--- config.mk ---
export PLATFORM = sky130hd
export DESIGN_NAME = gpr_xfer_ctrl
export DESIGN_NICKNAME = d
export VERILOG_FILES = /design/src/rtl/gpr_xfer_ctrl.sv
export SDC_FILE = /design/constraint.sdc
export NUM_CORES = 1
export LEC_CHECK = 0
export ABC_AREA = 1
export BUFFER_PORTS_ARGS = -buffer_cell sky130_fd_sc_hd__buf_2
export CAP_MARGIN = 20
export CORE_MARGIN = 10
export CORE_UTILIZATION = 57
export DETAILED_ROUTE_END_ITERATION = 8
export GPL_ROUTABILITY_DRIVEN = 0
export PLACE_DENSITY = 0.84
export RECOVER_POWER = 50
export SLEW_MARGIN = 40
export SYNTH_ARGS = -nofsm -noshare
export SYNTH_HDL_FRONTEND = slang
export SYNTH_SLANG_ARGS = --single-unit
--- constraint.sdc ---
create_clock -name clk -period 3.78 [get_ports clk]
set_input_delay 1.134 -clock clk [delete_from_list [all_inputs] [get_ports clk]]
set_output_delay 1.134 -clock clk [all_outputs]
set_load 0.01 [all_outputs]
--- src/rtl/gpr_xfer_ctrl.sv ---
// gpr_xfer_ctrl: command-driven initiator for the 8-entry register file.
// Accepts MOV / LDI / SWAP / RD commands one at a time and sequences the
// single-port read/write accesses, including the one-cycle registered read
// latency of the file, then reports completion with a one-cycle pulse.
//
// Handshake: a command is taken on a rising edge where cmd_valid && cmd_ready.
// cmd_ready is high only while the controller is IDLE; cmd_valid outside that
// window is ignored and nothing is queued. rsp_valid is a single-cycle pulse
// with no backpressure, one per completed command.
module gpr_xfer_ctrl #(
    parameter int DATA_W = 8,
    parameter int REG_AW = 3
) (
    input  logic              clk,
    input  logic              rst_n,
    input  logic              cmd_valid,
    output logic              cmd_ready,
    input  logic [1:0]        cmd_op,
    input  logic [REG_AW-1:0] cmd_src,
    input  logic [REG_AW-1:0] cmd_dst,
    input  logic [DATA_W-1:0] cmd_imm,
    output logic              rsp_valid,
    output logic [DATA_W-1:0] rsp_data,
    output logic              read_en,
    output logic              write_en,
    output logic [REG_AW-1:0] reg_num,
    output logic [DATA_W-1:0] writeToReg,
    input  logic [DATA_W-1:0] readFromReg,
    output logic [2:0]        dbg_state
);

    typedef enum logic [2:0] {
        IDLE  = 3'd0,
        RD_A  = 3'd1,
        CAP_A = 3'd2,
        RD_B  = 3'd3,
        CAP_B = 3'd4,
        WR_A  = 3'd5,
        WR_B  = 3'd6,
        DONE  = 3'd7
    } state_t;

    localparam logic [1:0] OP_MOV  = 2'b00;
    localparam logic [1:0] OP_LDI  = 2'b01;
    localparam logic [1:0] OP_SWAP = 2'b10;
    localparam logic [1:0] OP_RD   = 2'b11;

    state_t              state_q, state_d;
    logic [1:0]          op_q, op_d;
    logic [REG_AW-1:0]   src_q, src_d;
    logic [REG_AW-1:0]   dst_q, dst_d;
    logic [DATA_W-1:0]   tmp_a_q, tmp_a_d;
    logic [DATA_W-1:0]   tmp_b_q, tmp_b_d;
    logic                cmd_ready_q, cmd_ready_d;
    logic                rsp_valid_q, rsp_valid_d;
    logic [DATA_W-1:0]   rsp_data_q, rsp_data_d;
    logic                read_en_q, read_en_d;
    logic                write_en_q, write_en_d;
    logic [REG_AW-1:0]   reg_num_q, reg_num_d;
    logic [DATA_W-1:0]   wdata_q, wdata_d;

    // Next state, command latch, temp capture, and output decode from the next state
    always_comb begin
        state_d     = state_q;
        op_d        = op_q;
        src_d       = src_q;
        dst_d       = dst_q;
        tmp_a_d     = tmp_a_q;
        tmp_b_d     = tmp_b_q;

        case (state_q)
            IDLE: begin
                if (cmd_valid && cmd_ready_q) begin
                    op_d  = cmd_op;
                    src_d = cmd_src;
                    dst_d = cmd_dst;
                    if (cmd_op == OP_LDI) begin
                        // The immediate travels through tmpA so WR_A is op-agnostic
                        tmp_a_d = cmd_imm;
                        state_d = WR_A;
                    end else begin
                        state_d = RD_A;
                    end
                end
            end
            RD_A:  state_d = CAP_A;
            CAP_A: begin
                // Read data for the RD_A access is valid in this cycle
                tmp_a_d = readFromReg;
                case (op_q)
                    OP_RD:   state_d = DONE;
                    OP_SWAP: state_d = RD_B;
                    default: state_d = WR_A;
                endcase
            end
            RD_B:  state_d = CAP_B;
            CAP_B: begin
                tmp_b_d = readFromReg;
                state_d = WR_A;
            end
            WR_A:  state_d = (op_q == OP_SWAP) ? WR_B : DONE;
            WR_B:  state_d = DONE;
            DONE:  state_d = IDLE;
            default: state_d = IDLE;
        endcase

        // Outputs are registered, so decode them from the state being entered.
        // reg_num / writeToReg / rsp_data hold their values when not driven.
        cmd_ready_d = 1'b0;
        rsp_valid_d = 1'b0;
        read_en_d   = 1'b0;
        write_en_d  = 1'b0;
        reg_num_d   = reg_num_q;
        wdata_d     = wdata_q;
        rsp_data_d  = rsp_data_q;

        case (state_d)
            IDLE: cmd_ready_d = 1'b1;
            RD_A: begin
                read_en_d = 1'b1;
                reg_num_d = src_d;
            end
            RD_B: begin
                read_en_d = 1'b1;
                reg_num_d = dst_d;
            end
            WR_A: begin
                write_en_d = 1'b1;
                reg_num_d  = dst_d;
                wdata_d    = tmp_a_d;
            end
            WR_B: begin
                write_en_d = 1'b1;
                reg_num_d  = src_d;
                wdata_d    = tmp_b_d;
            end
            DONE: begin
                rsp_valid_d = 1'b1;
                rsp_data_d  = tmp_a_d;
            end
            default: ;
        endcase
    end

    // State, latched command, temps and registered outputs; async reset aborts any command
    always_ff @(posedge clk or negedge rst_n) begin
        if (!rst_n) begin
            state_q     <= IDLE;
            op_q        <= 2'b00;
            src_q       <= '0;
            dst_q       <= '0;
            tmp_a_q     <= '0;
            tmp_b_q     <= '0;
            cmd_ready_q <= 1'b1;
            rsp_valid_q <= 1'b0;
            rsp_data_q  <= '0;
            read_en_q   <= 1'b0;
            write_en_q  <= 1'b0;
            reg_num_q   <= '0;
            wdata_q     <= '0;
        end else begin
            state_q     <= state_d;
            op_q        <= op_d;
            src_q       <= src_d;
            dst_q       <= dst_d;
            tmp_a_q     <= tmp_a_d;
            tmp_b_q     <= tmp_b_d;
            cmd_ready_q <= cmd_ready_d;
            rsp_valid_q <= rsp_valid_d;
            rsp_data_q  <= rsp_data_d;
            read_en_q   <= read_en_d;
            write_en_q  <= write_en_d;
            reg_num_q   <= reg_num_d;
            wdata_q     <= wdata_d;
        end
    end

    assign cmd_ready  = cmd_ready_q;
    assign rsp_valid  = rsp_valid_q;
    assign rsp_data   = rsp_data_q;
    assign read_en    = read_en_q;
    assign write_en   = write_en_q;
    assign reg_num    = reg_num_q;
    assign writeToReg = wdata_q;
    assign dbg_state  = state_q;

endmodule

### Word-level counts from Yosys, hierarchy flattened

Cells that the tools add are included.

* flip-flop bits (word level): 50
* input bits: 27
* output and inout bits: 26
* logic and storage cells: 57

* equality and inequality tests: 15
* mux-type cells: 19
* reduce and logical (&&, ||, !) cells: 10

Operator list (number)
* $pmux 8 s2: 2
* $mux 8: 3
* $pmux 3 s8: 1
* $eq 3x3->1 const B: 7
* $mux 3: 6
* $pmux 3 s2: 2
* $eq 3x2->1 const B: 3
* $reduce_or 2->1: 4
* $eq 3x1->1 const B: 2
* $logic_not 3->1: 2
* $mux 1: 5
* $eq 2x2->1 const B: 2
* $reduce_bool 2->1: 2
* $eq 2x1->1 const B: 1
* $reduce_and 2->1: 1
* $logic_and 1x1->1: 1

### Depth between registers and ports, before layout

Gate-level depths: netlist of the first run.

* depth after elaboration: 7
* depth in mapped cells: 12
* depth with buffers taken out: 12

### Least setup slack after synthesis of the first run

No wires, ideal clock.

* path kind: input -> register
* start: input cmd_valid
* end: register reg_num_q[0], in the netlist reg_num[0]
* library setup time: 117 ps
* arrival time: 2145 ps
* required time: 3663 ps
* slack: 1517 ps
* stages: 9
* path buffers: 1
* cells stage by stage: nand2_1 inv_1 nand3_1 buf_4 inv_1 o21ai_0 nand3_2 nand3_1 nand2_1

* cells in the longest elaborated chain, start to end: 6
* elaborated cells on any way between the ends: 15
* classes of those cells: eq/ne: 4; mux: 7; reduce/logical: 4

RTL lines
* start, declared: RTL line 16 `input logic cmd_valid,`
* $logic_and 1x1->1 *: RTL line 73 `if (cmd_valid && cmd_ready_q) begin`
* $mux 3: RTL line 73
* $pmux 3 s8: RTL line 71 `case (state_q)`
* $eq 3x3->1, or another cell as far along: RTL line 117 `case (state_d)`
* $reduce_or 2->1 (no line)
* $pmux 3 s2 or $reduce_bool 2->1 (tied branches)
* end signal, assigned: RTL line 173 `reg_num_q <= reg_num_d;`
* end, declared: RTL line 59 `logic [REG_AW-1:0] reg_num_q, reg_num_d;`

Mark *: on every way between the ends. The rest lies on a longest branch, timed or not.
A chain may end at the register's enable or synchronous reset.

### Worst setup path in the final report of the first run

* start: input cmd_op[1]
* end: register wdata_q[0], in the netlist writeToReg[0]

* cells in the longest elaborated chain, start to end: 6
* elaborated cells on any way between the ends: 11
* classes of those cells: eq/ne: 3; mux: 7; reduce/logical: 1

RTL lines
* start, declared: RTL line 18 `input logic [1:0] cmd_op,`
* $eq 2x1->1 *: RTL line 77 `if (cmd_op == OP_LDI) begin`
* $mux 3 *: RTL line 77
* $mux 3 *: RTL line 73
* $pmux 3 s8 *: RTL line 71
* via state_d[2]: RTL line 48 `state_t state_q, state_d;`
* $eq 3x3->1: RTL line 117
* $pmux 8 s2 or $reduce_bool 2->1 (tied branches)
* end signal, assigned: RTL line 174 `wdata_q <= wdata_d;`
* end, declared: RTL line 60 `logic [DATA_W-1:0] wdata_q, wdata_d;`

Mark *: on every way through the listed nets, which the timed path passes. The rest lies on a longest branch.

==> results of run 1 <==
==> tightest hold or removal path: stages, from the launching register on <==
cell     delay (ns)
dfrtp_1        0.34
nand2_1        0.05
nand2_1        0.05
==> cells in the mapped netlist (all sizes together) <==
| library cell | count | area [um^2] |
|---|---|---|
| nor3 | 1 | 5.00 |
| dfrtp | 49 | 1230 |
| buf | 5 | 46.3 |
| a21oi | 2 | 21.3 |
| nand2 | 116 | 480 |
| nand3 | 38 | 195 |
| inv | 29 | 111 |
| or2 | 4 | 25.0 |
| nor2 | 7 | 60.1 |
| o21ai | 22 | 110 |
| dfstp | 1 | 26.3 |
==> per-stage QoR <==
step	setup WS, ns	utilization	hold slack (ns)
2_1_floorplan	1.52	-	0.445
3_3_place_gp	1.15	0.651	0.462
3_5_place_dp	1.10	0.651	0.465
4_1_cts	1.41	0.678	0.489
5_1_grt	0.614	0.670	0.513
6_report	0.787	0.670	0.480
==> power breakdown <==
group | leakage (uW) | switching (uW) | total (uW) | internal (uW)
sequential | 0.000632 | 103 | 881 | 778
clock | 0.0000524 | 160 | 358 | 198
combinational | 0.000837 | 806 | 1180 | 374
total | 0.00152 | 1070 | 2420 | 1350
==> cell type report <==
class	count	area, um^2	area share
Multi-Input combinational cell	190	867	0.326
Timing Repair Buffer	52	263	0.0987
Inverter	29	111	0.0418
Clock buffer	7	76.3	0.0287
Sequential cell	50	1250	0.470
Clock inverter	1	30.0	0.0113
Tap cell	50	62.6	0.0235
==> metal layers <==
metal / part of all wire / up-vias / global-route usage
li1: - / 968 / -
met1: 0.44 / 845 / 0.182
met2: 0.47 / 59 / 0.243
met3: 0.073 / 8 / 0.0459
met4: 0.019 / 0 / 0.0563
met5: 0 / - / 0
==> final timing paths <==
| kind | startpoint | end | depth (start not counted) |
|---|---|---|---|
| hold / removal | rsp_data[5] | rsp_data[5] | 2 |
| min in group asynchronous | rst_n | tmp_b_q[7] | 1 |
| max in group asynchronous | rst_n | rsp_valid | 1 |
| hold reg to reg | rsp_data[5] | rsp_data[5] | 2 |
| setup reg to reg | cmd_ready | writeToReg[0] | 8 |
| setup / recovery | cmd_op[1] | writeToReg[0] | 10 |
==> sequential cells by signal, summed over array words and instances, names as in the netlist <==
| signal | flops |
|---|---|
| write_en | 1 |
| tmp_a_q | 8 |
| rsp_data | 8 |
| src_q | 3 |
| tmp_b_q | 8 |
| dbg_state | 3 |
| read_en | 1 |
| op_q | 2 |
| cmd_ready | 1 |
| rsp_valid | 1 |
| writeToReg | 8 |
| reg_num | 3 |
| dst_q | 3 |
==> kinds of logic (layout without fill, tap and decap cells) <==
family / Yosys count / after routing / share of synthesized area
buf+inv: 34 / 89 / 0.0683
simple gates: 166 / 166 / 0.332
flops: 50 / 50 / 0.543
compound gates: 24 / 24 / 0.0569
==> results.tsv, run 1 <==
metric	value	unit
status	finished, final reports clean	
p_leak	0.00152	uW
cp.required	4.01	ns
numCtsBuffers	5	
ctsHoldBuffers	0	
cts.path.max_buffers	2	
final_cell_area	2660	um^2
antenna_cells	0	
relSlewSlack	0.482	
wl_per_cell	13.3	um
grt_antenna_before_repair	0	
area_growth	15.4	%
die_area	6990	um^2
cap_violations	0	
cp_slowest_cell	nor2_1	
fin_worst_skew	0.00715	ns
clock_latency	0.30	ns
max_stage_delay	0.59	ns
reg2reg_slack	1.23	ns
crit_fanout	13	
hpwlAfterDp	3.94	mm
path_delay_family	simple AND/OR/NAND/NOR gates	
synth_warnings	0	
clkTransAtPathRegs	0.08	ns
drc_errors	0	
final.setup.tns	0	ns
io_buffer_count	52	
cp-end-kind	flip-flop	
grt_start_max_net_pins	51	
syn_area_per_cell	8.42	um^2
cts_resized	0	
critPathKind	input pin to flip-flop	
seq_area_frac_synth	0.543	
cts.sinks	50	
grt_pass1_vias	1856	
vdd_ir_drop_max	0.610	mV
rsz0062_at_grt	false	
min_path_type	flip-flop to flip-flop	
synth_cells	274	
finalCritPeriodShare	0.792	
fmax	334	MHz
overflow	0	
post_cts_buffers	0	
cp.arrival	3.22	ns
finalCriticalPeriod	2.99	ns
drv_slew	0	
p_total	2420	uW
place_area	2590	um^2
synth_area	2310	um^2
root_buffer	clkbuf_8	
fillers	322	
ios	53	
first_iter_violations	145	
dp.cells	371	
hold_viol	0	
drive_above_1_share	0.225	
final_cell_mix	109 x nand2_1, 51 x buf_2, 49 x dfrtp_1	
start_util	0.581	
vias	1880	
path_buf_inv	3	
worst_pin_slew	0.775	ns
grt_use_total	0.150	
core	3970	um^2
final_common_cell	nand2_1	
dr.pass1.iters	4	
synth_fp_nets	301	
final_cell_count_no_fill	379	
layout.nets	355	
p_per_area	909	nW/um^2
crit_chain	buf_2 > inv_1 > nand2_1 > nor2_1 > nor2_4 > a21oi_1 > nand2_4 > inv_1 > nand2_1 > nand3_1	
start_kind	input pin	
ant_nets	0	
synth_seq_cells	50	
grt_first_pass_wirelength	8.80	mm
vias_per_cell	4.96	
drt_wl_total	5.06	mm
die_x	83.6	um
yosysUniqueCellTypes	23	
tritoncts	done	
finalSetupViolations	0	
die_y	83.6	um
rows	23	
htree_levels	2	
No activity file was read; power rests on OpenSTA's default activity.
==> run 2, diff against run 1 <==
--- a/config.mk
+++ b/config.mk
@@ -9,10 +9,10 @@
 export BUFFER_PORTS_ARGS = -buffer_cell sky130_fd_sc_hd__buf_2
 export CAP_MARGIN = 20
 export CORE_MARGIN = 10
-export CORE_UTILIZATION = 57
+export CORE_UTILIZATION = 53
 export DETAILED_ROUTE_END_ITERATION = 8
 export GPL_ROUTABILITY_DRIVEN = 0
-export PLACE_DENSITY = 0.84
+export PLACE_DENSITY = 0.79
 export RECOVER_POWER = 50
 export SLEW_MARGIN = 40
 export SYNTH_ARGS = -nofsm -noshare
==> constraint.sdc (replaced) <==
create_clock -name clk -period 2.8 [get_ports clk]
set_input_delay 0.84 -clock clk [delete_from_list [all_inputs] [get_ports clk]]
set_output_delay 0.84 -clock clk [all_outputs]
set_load 0.01 [all_outputs]
==> results.tsv, run 2 (synthesis results as in run 1) <==
metric	value	unit
reg2reg_slack	0.63	ns
root_buffer	clkbuf_8	
min_from	rsp_data[5]	
die_area	7390	um^2
ant_nets	0	
fin_worst_skew	0.00737	ns
core	4120	um^2
hpwlAfterDp	3.97	mm
vias_per_cell	4.92	
layout.nets	357	
worst_pin_slew	1.26	ns
drt_wl_total	5.08	mm
area_growth	15.4	%
finalCriticalPeriod	2.30	ns
cp.arrival	2.55	ns
final_cell_area	2660	um^2
cp-end-kind	flip-flop	
grt_use_total	0.147	
hold_viol	0	
numCtsBuffers	5	
rsz0062_at_grt	false	
clkTransAtPathRegs	0.09	ns
drv_slew	0	
critPathKind	input pin to flip-flop	
drc_errors	0	
fmax	435	MHz
grt_first_pass_wirelength	8.96	mm
antenna_cells	0	
die_x	86.0	um
htree_levels	2	
reg2reg_depth	8	
tritoncts	done	
final_cell_count_no_fill	381	
dp.cells	373	
die_y	86.0	um
final_cell_mix	110 x nand2_1, 50 x buf_2, 49 x dfrtp_1	
fillers	364	
cap_violations	0	
max_stage_delay	0.58	ns
final_common_cell	nand2_1	
overflow	0	
whs_path_depth	2	
post_cts_buffers	0	
place_area	2610	um^2
finalCritPeriodShare	0.821	
start_kind	input pin	
p_leak	0.00152	uW
post-place-ws	0.403	ns
cts.path.max_buffers	2	
status	finished, final reports clean	
vias	1876	
clock_latency	0.30	ns
grt_pass1_vias	1893	
timing.rr.end	writeToReg[1]	
start_util	0.561	
cp.required	3.05	ns
first_iter_violations	155	
setup_slack	0.501	ns
ios	53	
p_per_area	1210	nW/um^2
relSlewSlack	0.158	
crit_chain	buf_2 > inv_1 > nand2_1 > nor2_1 > nor2_4 > a21oi_4 > nand2_4 > inv_1 > nand2_1 > nand3_1	
rr_startpoint	cmd_ready	
finalSetupViolations	0	
grt_start_max_net_pins	28	
drive_above_1_share	0.227	
cts.sinks	50	
p_total	3230	uW
min_path_type	flip-flop to flip-flop	
dr.pass1.iters	4	
cp_slowest_cell	nor2_1	
ctsHoldBuffers	0	
wl_per_cell	13.3	um
grt_antenna_before_repair	0	
cts_resized	0	
vdd_ir_drop_max	0.841	mV
final.setup.tns	0	ns
rows	23	
crit_fanout	13	
io_buffer_count	52	
worstHoldEndpoint	rsp_data[5]	
## run 2: how the worst max path moves through the flow
stage / from / endpoint / slack, ns
6_report: cmd_op[1] / writeToReg[1] / 0.50
2_1_floorplan: cmd_valid / reg_num[0] / 0.83
5_1_grt: cmd_op[1] / writeToReg[1] / 0.29
3_3_place_gp: cmd_valid / reg_num[0] / 0.44
4_1_cts: cmd_valid / reg_num[0] / 0.73
3_5_place_dp: cmd_valid / reg_num[2] / 0.40
## run 2: cell type report
class,instances,area [um^2],area share
Sequential cell,50,1250,0.470
Multi-Input combinational cell,190,876,0.329
Timing Repair Buffer,54,270,0.102
Inverter,29,111,0.0418
Clock buffer,5,68.8,0.0258
Tap cell,50,62.6,0.0235
Clock inverter,3,21.3,0.00799
## run 2: routing by layer
layer  wire length, um  share of wire  up-vias  GRT usage
li1                  -              -      979          -
met1              2380           0.47      827      0.194
met2              2230           0.44       64      0.224
met3               395          0.078        6     0.0435
met4                65          0.013        0     0.0449
met5                 0              0        -          0
## run 2: power by group
part | switching (uW) | internal [uW]
Sequential | 136 | 1050
Clock | 238 | 176
Combinational | 1110 | 522
## run 2: worst max-delay path: cells and delay by family
kind / cells / cell delay [ns]
AOI/OAI and AO/OA: 1 / 0.27
buffers and inverters: 3 / 0.37
and+or+nand+nor: 6 / 1.06
## run 2: per-stage QoR
step,hold WS [ns],utilization
after global placement,0.461,0.635
after floorplan,0.445,-
after global routing,0.511,0.647
final,0.483,0.647
after detailed placement,0.461,0.635
after CTS,0.488,0.656
